## config.mk

```make
export PLATFORM = sky130hd
export DESIGN_NAME = agc_mag_ctrl
export DESIGN_NICKNAME = d
export VERILOG_FILES = /design/src/rtl/agc_pkg.sv /design/src/rtl/agc_gain_step.sv /design/src/rtl/agc_mag_ctrl.sv
export SDC_FILE = /design/constraint.sdc
export NUM_CORES = 1
export LEC_CHECK = 0
export BUFFER_PORTS_ARGS = -buffer_cell sky130_fd_sc_hd__buf_4
export CAP_MARGIN = 20
export CORE_UTILIZATION = 45
export CTS_CLUSTER_DIAMETER = 30
export DETAILED_ROUTE_END_ITERATION = 8
export GPL_ROUTABILITY_DRIVEN = 0
export PLACE_DENSITY_LB_ADDON = 0.25
export REMOVE_ABC_BUFFERS = 1
export SYNTH_ARGS = -nofsm -noshare
export SYNTH_HDL_FRONTEND = slang
export SYNTH_SLANG_ARGS = --single-unit
```

## constraint.sdc

```tcl
create_clock -name clk -period 5.5 [get_ports clk]
set_clock_uncertainty 0.1 [all_clocks]
set_input_delay 1.1 -clock clk [delete_from_list [all_inputs] [get_ports clk]]
set_output_delay 1.1 -clock clk [all_outputs]
set_load 0.02 [all_outputs]
```

## src/rtl/agc_pkg.sv

```systemverilog
// Shared types and helpers for the per-line AGC: FSM state enum, threshold
// math in 17-bit signed, and histogram window constants.
package agc_pkg;

    localparam int unsigned THR_W    = 17;
    localparam int unsigned WIN_SIZE = 65536;
    localparam int unsigned WIN_MID  = 32768;

    typedef enum logic [2:0] {
        ST_IDLE   = 3'd0,
        ST_ADDR   = 3'd1,
        ST_WAIT_A = 3'd2,
        ST_LOCK   = 3'd3,
        ST_WAIT_L = 3'd4,
        ST_SAMPLE = 3'd5,
        ST_ADJUST = 3'd6,
        ST_NEXT   = 3'd7
    } agc_state_e;

    // Lower dead-band edge, clamped at zero.
    function automatic logic signed [THR_W-1:0] agc_thr_lo(input int target, input int hyst);
        int t;
        t = target - hyst;
        if (t < 0) t = 0;
        return THR_W'(t);
    endfunction

    // Upper dead-band edge, clamped at the largest count a window can hold.
    function automatic logic signed [THR_W-1:0] agc_thr_hi(input int target, input int hyst);
        int t;
        t = target + hyst;
        if (t > int'(WIN_SIZE) - 1) t = int'(WIN_SIZE) - 1;
        return THR_W'(t);
    endfunction

endpackage

```

## src/rtl/agc_gain_step.sv

```systemverilog
// Combinational gain stepper: +1 below the dead band, -1 above it,
// saturating at both ends of the gain code range.
module agc_gain_step
    import agc_pkg::*;
#(
    parameter int unsigned GAIN_W = 6
) (
    input  logic [GAIN_W-1:0]       i_gain,
    input  logic [15:0]             i_mag,
    input  logic signed [THR_W-1:0] i_lo,
    input  logic signed [THR_W-1:0] i_hi,
    output logic [GAIN_W-1:0]       o_gain_c
);

    localparam logic [GAIN_W-1:0] GAIN_MAX = '1;

    logic signed [THR_W-1:0] w_mag_s;

    assign w_mag_s = $signed({1'b0, i_mag});

    // Compare magnitude count against the dead band and step with saturation.
    always_comb begin
        o_gain_c = i_gain;
        if (w_mag_s < i_lo) begin
            if (i_gain != GAIN_MAX) o_gain_c = i_gain + GAIN_W'(1);
        end else if (w_mag_s > i_hi) begin
            if (i_gain != '0) o_gain_c = i_gain - GAIN_W'(1);
        end
    end

endmodule

```

## src/rtl/agc_mag_ctrl.sv

```systemverilog
// Per-line automatic gain controller. Periodically scans each histogram line
// through the addr/lock readout port and steps that line's gain code.
// Optional feature macro: AGC_DC_ALARM_EN (per-line sign-imbalance flag).
module agc_mag_ctrl
    import agc_pkg::*;
#(
    parameter int unsigned LINES         = 1,
    parameter int unsigned GAIN_W        = 6,
    parameter int unsigned GAIN_INIT     = 32,
    parameter int unsigned MAG_TARGET    = 21627,
    parameter int unsigned HYST          = 1024,
    parameter int unsigned SETTLE        = 4,
    parameter int unsigned UPDATE_PERIOD = 65536,
    parameter int unsigned SIG_TOL       = 4096
) (
    input  logic                      clk,
    input  logic                      resetn,
    input  logic                      en,
    input  logic                      hist_valid,
    input  logic [31:0]               hist_result,
    output logic [7:0]                hist_addr,
    output logic                      hist_lock,
    output logic [LINES*GAIN_W-1:0]   gain,
    output logic                      gain_upd,
    output logic                      busy,
    output logic [LINES-1:0]          dc_alarm
);

    localparam int unsigned CNT_W = (SETTLE > 1) ? $clog2(SETTLE) : 1;
    localparam int unsigned TMR_W = (UPDATE_PERIOD > 1) ? $clog2(UPDATE_PERIOD) : 1;
    localparam int unsigned GV_W  = LINES * GAIN_W;

    localparam logic signed [THR_W-1:0] THR_LO    = agc_thr_lo(int'(MAG_TARGET), int'(HYST));
    localparam logic signed [THR_W-1:0] THR_HI    = agc_thr_hi(int'(MAG_TARGET), int'(HYST));
    localparam logic [7:0]              LAST_LINE = 8'(LINES - 1);
    localparam logic [CNT_W-1:0]        CNT_LAST  = CNT_W'(SETTLE - 1);
    localparam logic [TMR_W-1:0]        TMR_LAST  = TMR_W'(UPDATE_PERIOD - 1);
    localparam logic [GV_W-1:0]         GAIN_RST  = {LINES{GAIN_W'(GAIN_INIT)}};

    agc_state_e         r_state, w_state_nxt;
    logic [TMR_W-1:0]   r_timer;
    logic               r_pending;
    logic [7:0]         r_line, w_line_nxt;
    logic [CNT_W-1:0]   r_cnt, w_cnt_nxt;
    logic [7:0]         r_addr, w_addr_nxt;
    logic               r_lock, w_lock_nxt;
    logic [15:0]        r_mag, w_mag_nxt;
    logic [GV_W-1:0]    r_gain, w_gain_nxt;
    logic               r_upd, w_upd_nxt;
    logic               r_busy;
    logic [GAIN_W-1:0]  w_cur_gain;
    logic [GAIN_W-1:0]  w_step_gain;
    logic               w_wrap;
    logic               w_start;

    assign w_wrap  = (r_timer == TMR_LAST);
    assign w_start = (r_state == ST_IDLE) && r_pending && en && hist_valid;

    // Free-running update period timer.
    always_ff @(posedge clk or negedge resetn) begin
        if (!resetn) r_timer <= '0;
        else if (w_wrap) r_timer <= '0;
        else r_timer <= r_timer + TMR_W'(1);
    end

    // Scan request: a wrap always wins so a wrap mid-scan queues the next scan.
    always_ff @(posedge clk or negedge resetn) begin
        if (!resetn) r_pending <= 1'b0;
        else if (w_wrap) r_pending <= 1'b1;
        else if (w_start) r_pending <= 1'b0;
    end

    // Gain field of the line currently being processed.
    always_comb begin
        w_cur_gain = r_gain[GAIN_W-1:0];
        for (int i = 0; i < int'(LINES); i++) begin
            if (r_line == 8'(i)) w_cur_gain = r_gain[i*GAIN_W +: GAIN_W];
        end
    end

    agc_gain_step #(
        .GAIN_W (GAIN_W)
    ) u_gain_step (
        .i_gain   (w_cur_gain),
        .i_mag    (r_mag),
        .i_lo     (THR_LO),
        .i_hi     (THR_HI),
        .o_gain_c (w_step_gain)
    );

    // FSM state and datapath registers.
    always_ff @(posedge clk or negedge resetn) begin
        if (!resetn) begin
            r_state <= ST_IDLE;
            r_line  <= '0;
            r_cnt   <= '0;
            r_addr  <= '0;
            r_lock  <= 1'b0;
            r_mag   <= '0;
            r_gain  <= GAIN_RST;
            r_upd   <= 1'b0;
            r_busy  <= 1'b0;
        end else begin
            r_state <= w_state_nxt;
            r_line  <= w_line_nxt;
            r_cnt   <= w_cnt_nxt;
            r_addr  <= w_addr_nxt;
            r_lock  <= w_lock_nxt;
            r_mag   <= w_mag_nxt;
            r_gain  <= w_gain_nxt;
            r_upd   <= w_upd_nxt;
            r_busy  <= (w_state_nxt != ST_IDLE);
        end
    end

    // Next-state and next register values for the scan sequencer.
    always_comb begin
        w_state_nxt = r_state;
        w_line_nxt  = r_line;
        w_cnt_nxt   = r_cnt;
        w_addr_nxt  = r_addr;
        w_lock_nxt  = r_lock;
        w_mag_nxt   = r_mag;
        w_gain_nxt  = r_gain;
        w_upd_nxt   = 1'b0;
        unique case (r_state)
            ST_IDLE: begin
                if (w_start) begin
                    w_line_nxt  = '0;
                    w_state_nxt = ST_ADDR;
                end
            end
            ST_ADDR: begin
                w_addr_nxt  = r_line;
                w_lock_nxt  = 1'b0;
                w_cnt_nxt   = '0;
                w_state_nxt = ST_WAIT_A;
            end
            ST_WAIT_A: begin
                if (r_cnt == CNT_LAST) w_state_nxt = ST_LOCK;
                else w_cnt_nxt = r_cnt + CNT_W'(1);
            end
            ST_LOCK: begin
                w_lock_nxt  = 1'b1;
                w_cnt_nxt   = '0;
                w_state_nxt = ST_WAIT_L;
            end
            ST_WAIT_L: begin
                if (r_cnt == CNT_LAST) w_state_nxt = ST_SAMPLE;
                else w_cnt_nxt = r_cnt + CNT_W'(1);
            end
            ST_SAMPLE: begin
                w_mag_nxt   = hist_result[15:0];
                w_state_nxt = ST_ADJUST;
            end
            ST_ADJUST: begin
                for (int i = 0; i < int'(LINES); i++) begin
                    if (r_line == 8'(i)) w_gain_nxt[i*GAIN_W +: GAIN_W] = w_step_gain;
                end
                w_state_nxt = ST_NEXT;
            end
            ST_NEXT: begin
                if (r_line == LAST_LINE) begin
                    w_lock_nxt  = 1'b0;
                    w_upd_nxt   = 1'b1;
                    w_state_nxt = ST_IDLE;
                end else begin
                    w_line_nxt  = r_line + 8'd1;
                    w_state_nxt = ST_ADDR;
                end
            end
            default: w_state_nxt = ST_IDLE;
        endcase
    end

`ifdef AGC_DC_ALARM_EN
    localparam logic signed [THR_W-1:0] SIG_MID_S = THR_W'(WIN_MID);
    localparam logic signed [THR_W-1:0] SIG_TOL_S = THR_W'(SIG_TOL);

    logic [15:0]             r_sig;
    logic [LINES-1:0]        r_dc, w_dc_nxt;
    logic signed [THR_W-1:0] w_sig_dev;
    logic signed [THR_W-1:0] w_sig_abs;
    logic                    w_dc_hit;

    assign w_sig_dev = $signed({1'b0, r_sig}) - SIG_MID_S;
    assign w_sig_abs = w_sig_dev[THR_W-1] ? -w_sig_dev : w_sig_dev;
    assign w_dc_hit  = (w_sig_abs > SIG_TOL_S);

    // Sign count captured alongside the magnitude count.
    always_ff @(posedge clk or negedge resetn) begin
        if (!resetn) r_sig <= '0;
        else if (r_state == ST_SAMPLE) r_sig <= hist_result[31:16];
    end

    // Per-line imbalance flag, refreshed when that line is adjusted.
    always_comb begin
        w_dc_nxt = r_dc;
        if (r_state == ST_ADJUST) begin
            for (int i = 0; i < int'(LINES); i++) begin
                if (r_line == 8'(i)) w_dc_nxt[i] = w_dc_hit;
            end
        end
    end

    // DC alarm register.
    always_ff @(posedge clk or negedge resetn) begin
        if (!resetn) r_dc <= '0;
        else r_dc <= w_dc_nxt;
    end

    assign dc_alarm = r_dc;
`else
    logic w_unused_sig;

    assign w_unused_sig = ^{hist_result[31:16], 32'(SIG_TOL), 32'(WIN_MID)};
    assign dc_alarm     = '0;
`endif

    assign hist_addr = r_addr;
    assign hist_lock = r_lock;
    assign gain      = r_gain;
    assign gain_upd  = r_upd;
    assign busy      = r_busy;

endmodule
```

Word level (Yosys, flattened, before mapping)
Index checks and enable logic that the tools add are counted.

Reduce and logical (&&, ||, !) cells: 19. Shifts and indexed selects: 0. Muxes and demuxes: 21. $mul: 0. Order comparisons: 2. Add/sub/neg operators: 5. Bitwise logic cells: 0. Divide/modulo/power cells: 0. Equal/unequal tests: 15.

Operators by type and width (count): 6-bit two-way mux (4); 3-bit case mux with 8 select lines (1); 16-bit by 1-bit adder with 16-bit output (second input constant) (1); 16-bit == test (second input constant) (1); 16-bit by 15-bit > comparator with 1-bit output (second input constant) (1); 16-bit by 15-bit less-than comparator with 1-bit output (second input constant) (1); 16-bit two-way mux (1); 8-bit two-way mux (2); 8-bit case mux with 2 select lines (1); 3-bit == test (second input constant) (4); 2-bit != test (second input constant) (5); 2-bit nonzero test (5); 3-bit two-way mux (3); 8-bit by 1-bit adder with 8-bit output (second input constant) (1); 8-bit logical NOT (1); 6-bit by 1-bit adder with 6-bit output (second input constant) (1); 3-bit by 2-bit == test with 1-bit output (second input constant) (2); 1-bit two-way mux (6); 6-bit != test (second input constant) (1); 3-bit nonzero test (2); 6-bit nonzero test (1); 6-bit by 1-bit subtractor with 6-bit output (second input constant) (1); 5-bit AND reduction (1); 2-bit case mux with 2 select lines (1); 10 further kinds (14).

Output and inout bits: 18. Memory bits (read-only): 0. Memories kept: 0. Bits of input ports: 36. Latch bits: 0. Memory bits (writable): 0. Bits in registers: 63. Logic and storage cells: 73.

Depth between registers and ports, before layout
Gate-level depths: netlist of run 1.

Depth after elaboration: 7. Gate-level depth with buffers: 11. Depth with buffers taken out: 11.

Hierarchy
A second synthesis of run 1 with hierarchy kept.

Cell total of the unflattened synthesis: 394. Area, all modules: 3913.8 sq um.

By module, submodules not included: agc_mag_ctrl (sequential area each 1577.8 sq um, area each 2781.4 sq um, instances 1, cells an instance 235); agc_gain_step (sequential area each 0.0 sq um, area each 1132.3 sq um, instances 1, cells an instance 159).

Least setup slack after synthesis of run 1
OpenSTA, ideal clock, no wires.

Path type: register -> register. Start: register r_mag[10]. End: register r_gain[5] (netlist: gain[5]). Setup time: 0.075 ns. Buffers on the path: 0. Period minus slack after synthesis: 2.298 ns. Slack: 3.202 ns. Cell stages (with the launch flop): 12. Required time: 5.325 ns. Data arrival time: 2.124 ns. Path through: dfrtp_1 > nor4_1 > o211ai_1 > nand2_1 > inv_1 > ha_1 > o21ai_0 > o21bai_1 > a21oi_1 > nand2b_1 > o31ai_2 > xor2_1.

Word-level cells in the longest chain between the ends: 3. Elaborated cells between the ends (all ways): 7. Those cells by class: order compare (2); eq/ne (1); mux (1); reduce/logical (3).

Ends and longest elaborated chain: from (decl) (RTL line agc_mag_ctrl.sv:47) `logic [15:0] r_mag, w_mag_nxt;`; from (signal assigned) (RTL line agc_mag_ctrl.sv:109) `r_mag <= w_mag_nxt;`; 16-bit by 15-bit less-than comparator with 1-bit output or 16-bit by 15-bit > comparator with 1-bit output (tied branches) (RTL line agc_gain_step.sv:24, agc_gain_step.sv:26); 2-bit != test (no source line) or 2-bit nonzero test (tied branches); 5-bit AND reduction (no source line); to (signal assigned) (RTL line agc_mag_ctrl.sv:110) `r_gain <= w_gain_nxt;`; to (decl) (RTL line agc_mag_ctrl.sv:48) `logic [GV_W-1:0] r_gain, w_gain_nxt;`.

Several ways; a longest one is shown, not always the timed one. A chain may end at the register's enable or synchronous reset.

Final worst setup path of run 1
Start: register r_state[0]. End: register r_line[5].

Word-level cells in the longest chain between the ends: 6. Elaborated cells between the ends (all ways): 10. Those cells by class: eq/ne (3); mux (1); reduce/logical (6).

Ends and longest elaborated chain: from (decl) (RTL line agc_mag_ctrl.sv:40) `agc_state_e r_state, w_state_nxt;`; from (signal assigned) (RTL line agc_mag_ctrl.sv:104) `r_state <= w_state_nxt;`; 3-bit logical NOT (RTL line agc_mag_ctrl.sv:57, agc_mag_ctrl.sv:126); 1-bit logical AND (3 in series) (RTL line agc_mag_ctrl.sv:57) `assign w_start = (r_state == ST_IDLE) && r_pending && en && hist_valid;`; 2-bit != test (no source line); 3-bit AND reduction (no source line); to (signal assigned) (RTL line agc_mag_ctrl.sv:105) `r_line <= w_line_nxt;`; to (decl) (RTL line agc_mag_ctrl.sv:43) `logic [7:0] r_line, w_line_nxt;`.

Several ways; a longest one is shown, not always the timed one.

==> impl_metrics.env, run 1 <==
export IMPL_finalSetupTns_ns=0
export IMPL_die_h_um=84.35
export IMPL_wl_per_cell_um=13.36
export IMPL_worst_setup_path_type="reg -> reg"
export IMPL_final_hold_violation_count=0
export IMPL_cts_reportedPaths_clkPinSlew_ns=0.07
export IMPL_yosys_most_used_dff="dfrtp_1"
export IMPL_antenna_found_initial=0
export IMPL_drt_initial_drc_count=90
export IMPL_via_per_inst=5.295
export IMPL_first_pass_iters=7
export IMPL_fp_dieArea_sq_um=7115
export IMPL_numPortBuffers=36
export IMPL_final_cell_mix="dfrtp_1, buf_4, nor2_1, mux2_2, nand2_1"
export IMPL_cts_setup_buffers=0
export IMPL_syn2layout_area_growth_pct=16.24
export IMPL_crit_required_ns=5.58
export IMPL_mostFrequentLayoutCell="dfrtp_1"
export IMPL_status="finished, violations left"
export IMPL_synth_warnings=0
export IMPL_stdcell_area_sq_um=3547
export IMPL_seq_area_sq_um=1578
export IMPL_instances_no_fill=397
export IMPL_grt_pass1_vias=1983
export IMPL_finalSetupViolCount=0
export IMPL_grt_pass1_wl_mm=9.239
export IMPL_fp_dieW_um=84.35
export IMPL_numCtsBuffers=9
export IMPL_io_pins=54
export IMPL_fin_crit_sh_pct=48.13
export IMPL_cts_hold_buf=0
export IMPL_diodes=0
export IMPL_period_needed_ns=2.647
export IMPL_htree_levels=3
export IMPL_cts_sinks=63
export IMPL_ctsResizeCount=0
export IMPL_max_freq_mhz=377.7
export IMPL_p_leak_nw=1.629
export IMPL_grt_max_degree=64
export IMPL_synth_area_sq_um=3052
export IMPL_grt_total_usage_pct=16.65
export IMPL_post_route_drc_count=4
export IMPL_root_buffer="clkbuf_8"
export IMPL_synthCells=277
export IMPL_async_flop_share_pct=100.0
export IMPL_min_path_type="reg -> reg"
export IMPL_seq_area_frac_synth_pct=51.70
export IMPL_dp_hpwl_mm=3.606
export IMPL_avgSynthCellArea_sq_um=11.02
export IMPL_multiInputGateArea_sq_um=1394
export IMPL_violations="DRC"
export IMPL_ys_types=45
export IMPL_cp_start_kind="flop"
export IMPL_gr_total_overflow=0
export IMPL_maxSlewHeadroom_pct=33.98
export IMPL_place_inst=381
export IMPL_path_max_fanout=13
export IMPL_drive_above_1_share_pct=27.81
export IMPL_clockBufferDepth=2
export IMPL_clk_latency_ns=0.33
export IMPL_ir_worst_vdd_v=0.0002988
export IMPL_cp_arrival_ns=2.73
export IMPL_endpoint_kind="flop"
export IMPL_max_cap_viol_count=0
export IMPL_fill_cells=568
export IMPL_rows=29
export IMPL_routed_wl_mm=5.303
export IMPL_tightest_slew_ns=0.9821
export IMPL_ys_ff_latch=63
export IMPL_powerDensity_nw_per_um2=525.6
export IMPL_start_util_pct=47.25
export IMPL_final_nets=360
export IMPL_antenna_left=0
export IMPL_synth_edff_count=0
export IMPL_coreArea_sq_um=6459
export IMPL_rsz0062_at_grt="no"
export IMPL_vias=2102
export IMPL_place_area_sq_um=3372
export IMPL_cts_tree="yes"
export IMPL_final_max_slew_viol_count=0
[logic make-up (layout without fill, tap and decap cells)]
kind of cell,after synthesis,in the layout,share of synthesized area (%)
multiplexers,25,25,9.225
buffers and inverters,18,61,2.624
AND/OR/NAND/NOR,93,93,16.48
other,1,1,0.1229
XOR/XNOR,24,24,6.888
adder cells (fa/ha/maj),9,9,3.936
flip-flops,63,63,51.70
AO/OA/AOI/OAI,44,44,9.020
[synthesized netlist by cell type, types with 2 or more instances]
master | count | area, sq um
o211ai_1 | 2 | 15.01
o21ai_0 | 15 | 75.07
nor4_1 | 2 | 12.51
nand3_1 | 11 | 55.05
nand4_1 | 6 | 37.54
inv_1 | 9 | 33.78
ha_1 | 8 | 100.1
nor3_1 | 6 | 30.03
o21bai_1 | 3 | 22.52
buf_4 | 2 | 15.01
nand2_1 | 23 | 86.33
nor2_1 | 24 | 90.09
clkbuf_1 | 3 | 11.26
a32oi_1 | 2 | 17.52
xnor2_1 | 11 | 96.34
nand2b_1 | 3 | 18.77
a21oi_1 | 14 | 70.07
and3_2 | 2 | 15.01
xor2_1 | 13 | 113.9
and3_1 | 3 | 18.77
nand3b_1 | 3 | 22.52
buf_2 | 4 | 20.02
dfrtp_1 | 62 | 1551
mux2_2 | 24 | 270.3
a21o_1 | 2 | 15.01
[where the power goes]
group	switching (mW)	total, mW	leakage (nW)	internal, mW
combinational	0.352	0.707	0.746	0.354
clock	0.170	0.355	0.0959	0.185
sequential	0.181	0.802	0.787	0.621
total	0.704	1.86	1.63	1.16
[per-stage QoR]
stage | utilization [%] | hold WS (ns) | total power [mW] | setup WS (ns)
6_report | 54.92 | 0.3683 | 1.864 | 2.853
5_1_grt | 54.92 | 0.3910 | 2.011 | 2.589
4_1_cts | 54.92 | 0.3697 | 1.882 | 2.835
3_5_place_dp | 52.21 | 0.3576 | 1.520 | 2.572
3_3_place_gp | 52.21 | 0.3574 | 1.494 | 2.560
2_1_floorplan | - | 0.3380 | 1.302 | 3.034
[state kept, by name, summed over array words and instances (netlist names)]
signal	cells
r_timer	16
busy	1
r_cnt	2
gain_upd	1
r_pending	1
gain	6
r_line	8
hist_lock	1
hist_addr	8
r_mag	16
r_state	3
[path summary, 6_finish.rpt]
check / depth (start not counted) / startpoint / slack, ns / endpoint
worst max-delay path: 6 / r_state[0] / 2.85 / r_line[5]
worst min-delay path: 1 / r_timer[6] / 0.37 / r_timer[6]
min in group asynchronous: 1 / resetn / 0.74 / hist_addr[3]
max in group asynchronous: 1 / resetn / 4.05 / r_mag[8]
worst min register to register: 1 / r_timer[6] / 0.37 / r_timer[6]
worst max register to register: 6 / r_state[0] / 2.85 / r_line[5]
[layout make-up]
class                      count  share of cell area (%)
sequential                    63                   44.48
clock inverter                 4                  0.5644
tap                           77                   2.716
inverter                       9                  0.9524
clock buffer                  12                   4.374
multi-input combinational    196                   39.29
timing repair buffer          36                   7.619
[metal layers]
layer / track usage (%) / wire (um) / vias to the layer above
li1: - / - / 1046
met1: 23.05 / 2636 / 1012
met2: 24.59 / 2369 / 33
met3: 4.031 / 183 / 11
met4: 8.320 / 113 / 0
met5: 0 / 0 / -
[worst max-delay path, cell delays in order, from the launching register on]
cell      delay, ns
dfrtp_1        0.55
or2_4          0.35
nor4_2         0.81
o2111a_2       0.38
nand3_1        0.10
xor2_1         0.15
nor2_1         0.05
Note: power is estimated with default switching activity, not from simulation.
==> run 2: changes to the inputs <==
- ABC_AREA: default -> 1
- clock period: 5.5 -> 2.15 ns (I/O delays scaled with it)
==> impl_metrics.env, run 2 <==
export IMPL_status="finished, violations left"
export IMPL_violations="setup timing"
export IMPL_gr_total_overflow=0
export IMPL_rows=30
export IMPL_p_sw_share_pct=21.90
export IMPL_fill_cells=599
export IMPL_min_path_type="in -> reg"
export IMPL_fin_ws_ns=-0.08661
export IMPL_p_leak_nw=1.931
export IMPL_seq_area_sq_um=1578
export IMPL_p_switching_uw=534.5
export IMPL_crit_chain="nor2_2 -> nand3_2 -> a21oi_4 -> nand2_4 -> buf_4 -> fa_1 -> nand3_1 -> nand2_1 -> xnor2_1 -> nand3_1 -> nand2_1 -> inv_1"
export IMPL_final_nets=476
export IMPL_drt_initial_drc_count=52
export IMPL_htree_levels=3
export IMPL_cts_sinks=63
export IMPL_async_flop_share_pct=100.0
export IMPL_crit_required_ns=2.29
export IMPL_final_hold_violation_count=0
export IMPL_final_util_pct=59.15
export IMPL_synth_edff_count=0
export IMPL_period_needed_ns=2.237
export IMPL_power_frac_clock_pct=44.3
export IMPL_clockBufferDepth=2
export IMPL_seq_area_frac_synth_pct=49.84
export IMPL_numPortBuffers=36
export IMPL_max_freq_mhz=447.1
export IMPL_cp_arrival_ns=2.38
export IMPL_powerDensity_nw_per_um2=607.2
export IMPL_synth_warnings=0
export IMPL_pwr_share_seq_pct=49.6
export IMPL_cp_start_kind="flop"
export IMPL_synth_area_sq_um=3166
export IMPL_fp_dieArea_sq_um=7374
export IMPL_finalSetupViolCount=2
export IMPL_power_total_mw=2.440
export IMPL_yosys_area_top_type_share_pct=49.01
export IMPL_ys_ff_latch=63
export IMPL_cp_buffers_inverters=2
export IMPL_avgSynthCellArea_sq_um=8.649
export IMPL_ir_worst_vdd_v=0.0003088
export IMPL_post_route_drc_count=0
export IMPL_start_util_pct=46.59
export IMPL_whs_ns=0.2103
export IMPL_synthTopCellsByCount="nand2_1, dfrtp_1, nor2_1"
export IMPL_coreArea_sq_um=6794
export IMPL_ys_types=35
export IMPL_final_cell_mix="nand2_1, dfrtp_1, buf_4"
export IMPL_die_h_um=85.87
export IMPL_worst_setup_path_type="reg -> reg"
export IMPL_rsz0062_at_grt="yes"
export IMPL_pwr_share_comb_pct=6.2
export IMPL_root_buffer="clkbuf_8"
export IMPL_yosys_most_used_dff="dfrtp_1"
export IMPL_numCtsBuffers=9
export IMPL_cts_reportedPaths_clkPinSlew_ns=0.07
export IMPL_final_max_slew_viol_count=0
export IMPL_via_per_inst=4.810
export IMPL_top_regs="r_mag x16, r_timer x16"
export IMPL_internal_power_mw=1.906
export IMPL_clk_latency_ns=0.35
export IMPL_cts_tree="yes"
export IMPL_synthTopCellsByArea="dfrtp_1, nand2_1, nor2_1, inv_1, nand3_1"
export IMPL_slowest_stage="dfrtp_1"
export IMPL_antenna_left=0
export IMPL_dp_hpwl_mm=4.377
export IMPL_fin_crit_sh_pct=104.0
export IMPL_yosysTopAreaCell="dfrtp_1"
export IMPL_grt_pass1_vias=2472
export IMPL_yosysMostFrequentCell="nand2_1"
export IMPL_syn2layout_area_growth_pct=26.96
export IMPL_grt_total_usage_pct=18.46
export IMPL_maxSlewHeadroom_pct=65.65
export IMPL_tightest_slew_ns=0.5141
export IMPL_grt_pass1_wl_mm=10.58
export IMPL_fp_dieW_um=85.87
export IMPL_antenna_found_initial=0
export IMPL_critPathTopFamily="simple AND/OR/NAND/NOR gates"
export IMPL_diodes=0
export IMPL_mostFrequentLayoutCell="nand2_1"
export IMPL_first_pass_iters=6
export IMPL_multiInputGateArea_sq_um=1489
export IMPL_routed_wl_mm=6.132
export IMPL_path_max_fanout=6
export IMPL_endpoint_kind="flop"
export IMPL_synthCells=366
export IMPL_drive_above_1_share_pct=26.38
export IMPL_io_pins=54
export IMPL_critPathMaxStageDelay_ns=0.39
export IMPL_wl_per_cell_um=11.53
export IMPL_grt_max_degree=37
export IMPL_vias=2559
export IMPL_max_cap_viol_count=0
==> run 2: changes by cell type after synthesis, sizes merged, moves of 4 or more <==
cell	change
nand3	+18
nand2	+58
inv	+36
nor2	+22
buf	-4
mux2	-15
and3	-5
xnor2	-6
==> run 2: stage by stage <==
step	setup slack, ns	setup TNS [ns]	area, sq um	cells
3_3_place_gp	-0.1155	-0.1453	3691	513
2_1_floorplan	-0.04838	-0.04838	3146	362
3_5_place_dp	-0.1494	-0.2697	3691	513
5_1_grt	-0.2251	-0.5302	4019	532
4_1_cts	0.001209	0	3986	530
6_report	-0.08661	-0.1033	4019	532
==> run 2: power groups by stage <==
| stage | Clock [mW] | Sequential [mW] | Combinational, mW |
|---|---|---|---|
| 3_5_place_dp | 0 | 1.23 | 0.133 |
| 2_1_floorplan | 0 | 1.23 | 0.0480 |
| 4_1_cts | 1.10 | 1.21 | 0.145 |
| 6_report | 1.08 | 1.21 | 0.151 |
| 5_1_grt | 1.15 | 1.21 | 0.169 |
| 3_3_place_gp | 0 | 1.23 | 0.130 |
==> run 2: cell families (layout without fill, tap and decap cells) <==
logic type	after synthesis	in the layout	synth area share, %
AOI/OAI and AO/OA	39	39	6.522
xor gates and xnor gates	17	17	4.703
DFF	63	63	49.84
muxes	10	10	3.557
other	1	1	0.1185
buffers and inverters	50	120	6.087
adders and majority gates	9	9	3.795
and+or+nand+nor	177	177	25.38
==> run 2: timing repair <==
action                                  CTS  global route
hold buffers                              1             0
pin swaps                                 2             8
gates resized for setup                  10             6
endpoints found under the setup margin    3             5
endpoints found under the hold margin    26             0
setup buffers                             0             2
==> run 2: area by class of cell <==
type,instances,area share [%]
clock buffers,13,4.203
clock inverters,3,0.9963
inverters,46,4.296
multi-input cells,253,37.05
flip-flops and latches,63,39.26
well taps,96,2.989
repair buffers,58,11.21
==> run 2: path summary, 6_finish.rpt <==
path,start,to,slack [ns],depth (start not counted)
setup / recovery,r_mag[8],gain[4],-0.09,12
hold / removal,hist_result[6],r_mag[6],0.21,2
setup reg to reg,r_mag[8],gain[4],-0.09,12
hold reg to reg,r_timer[0],r_timer[0],0.39,1
max in group asynchronous,resetn,r_line[0],1.00,3
min in group asynchronous,resetn,r_timer[11],0.45,2
==> run 2: per-layer routing <==
metal | vias up | wire, um | GRT usage, %
li1 | 1320 | - | -
met1 | 1179 | 2858 | 23.27
met2 | 48 | 2893 | 29.65
met3 | 12 | 238 | 5.101
met4 | 0 | 141 | 8.333
met5 | - | 0 | 0
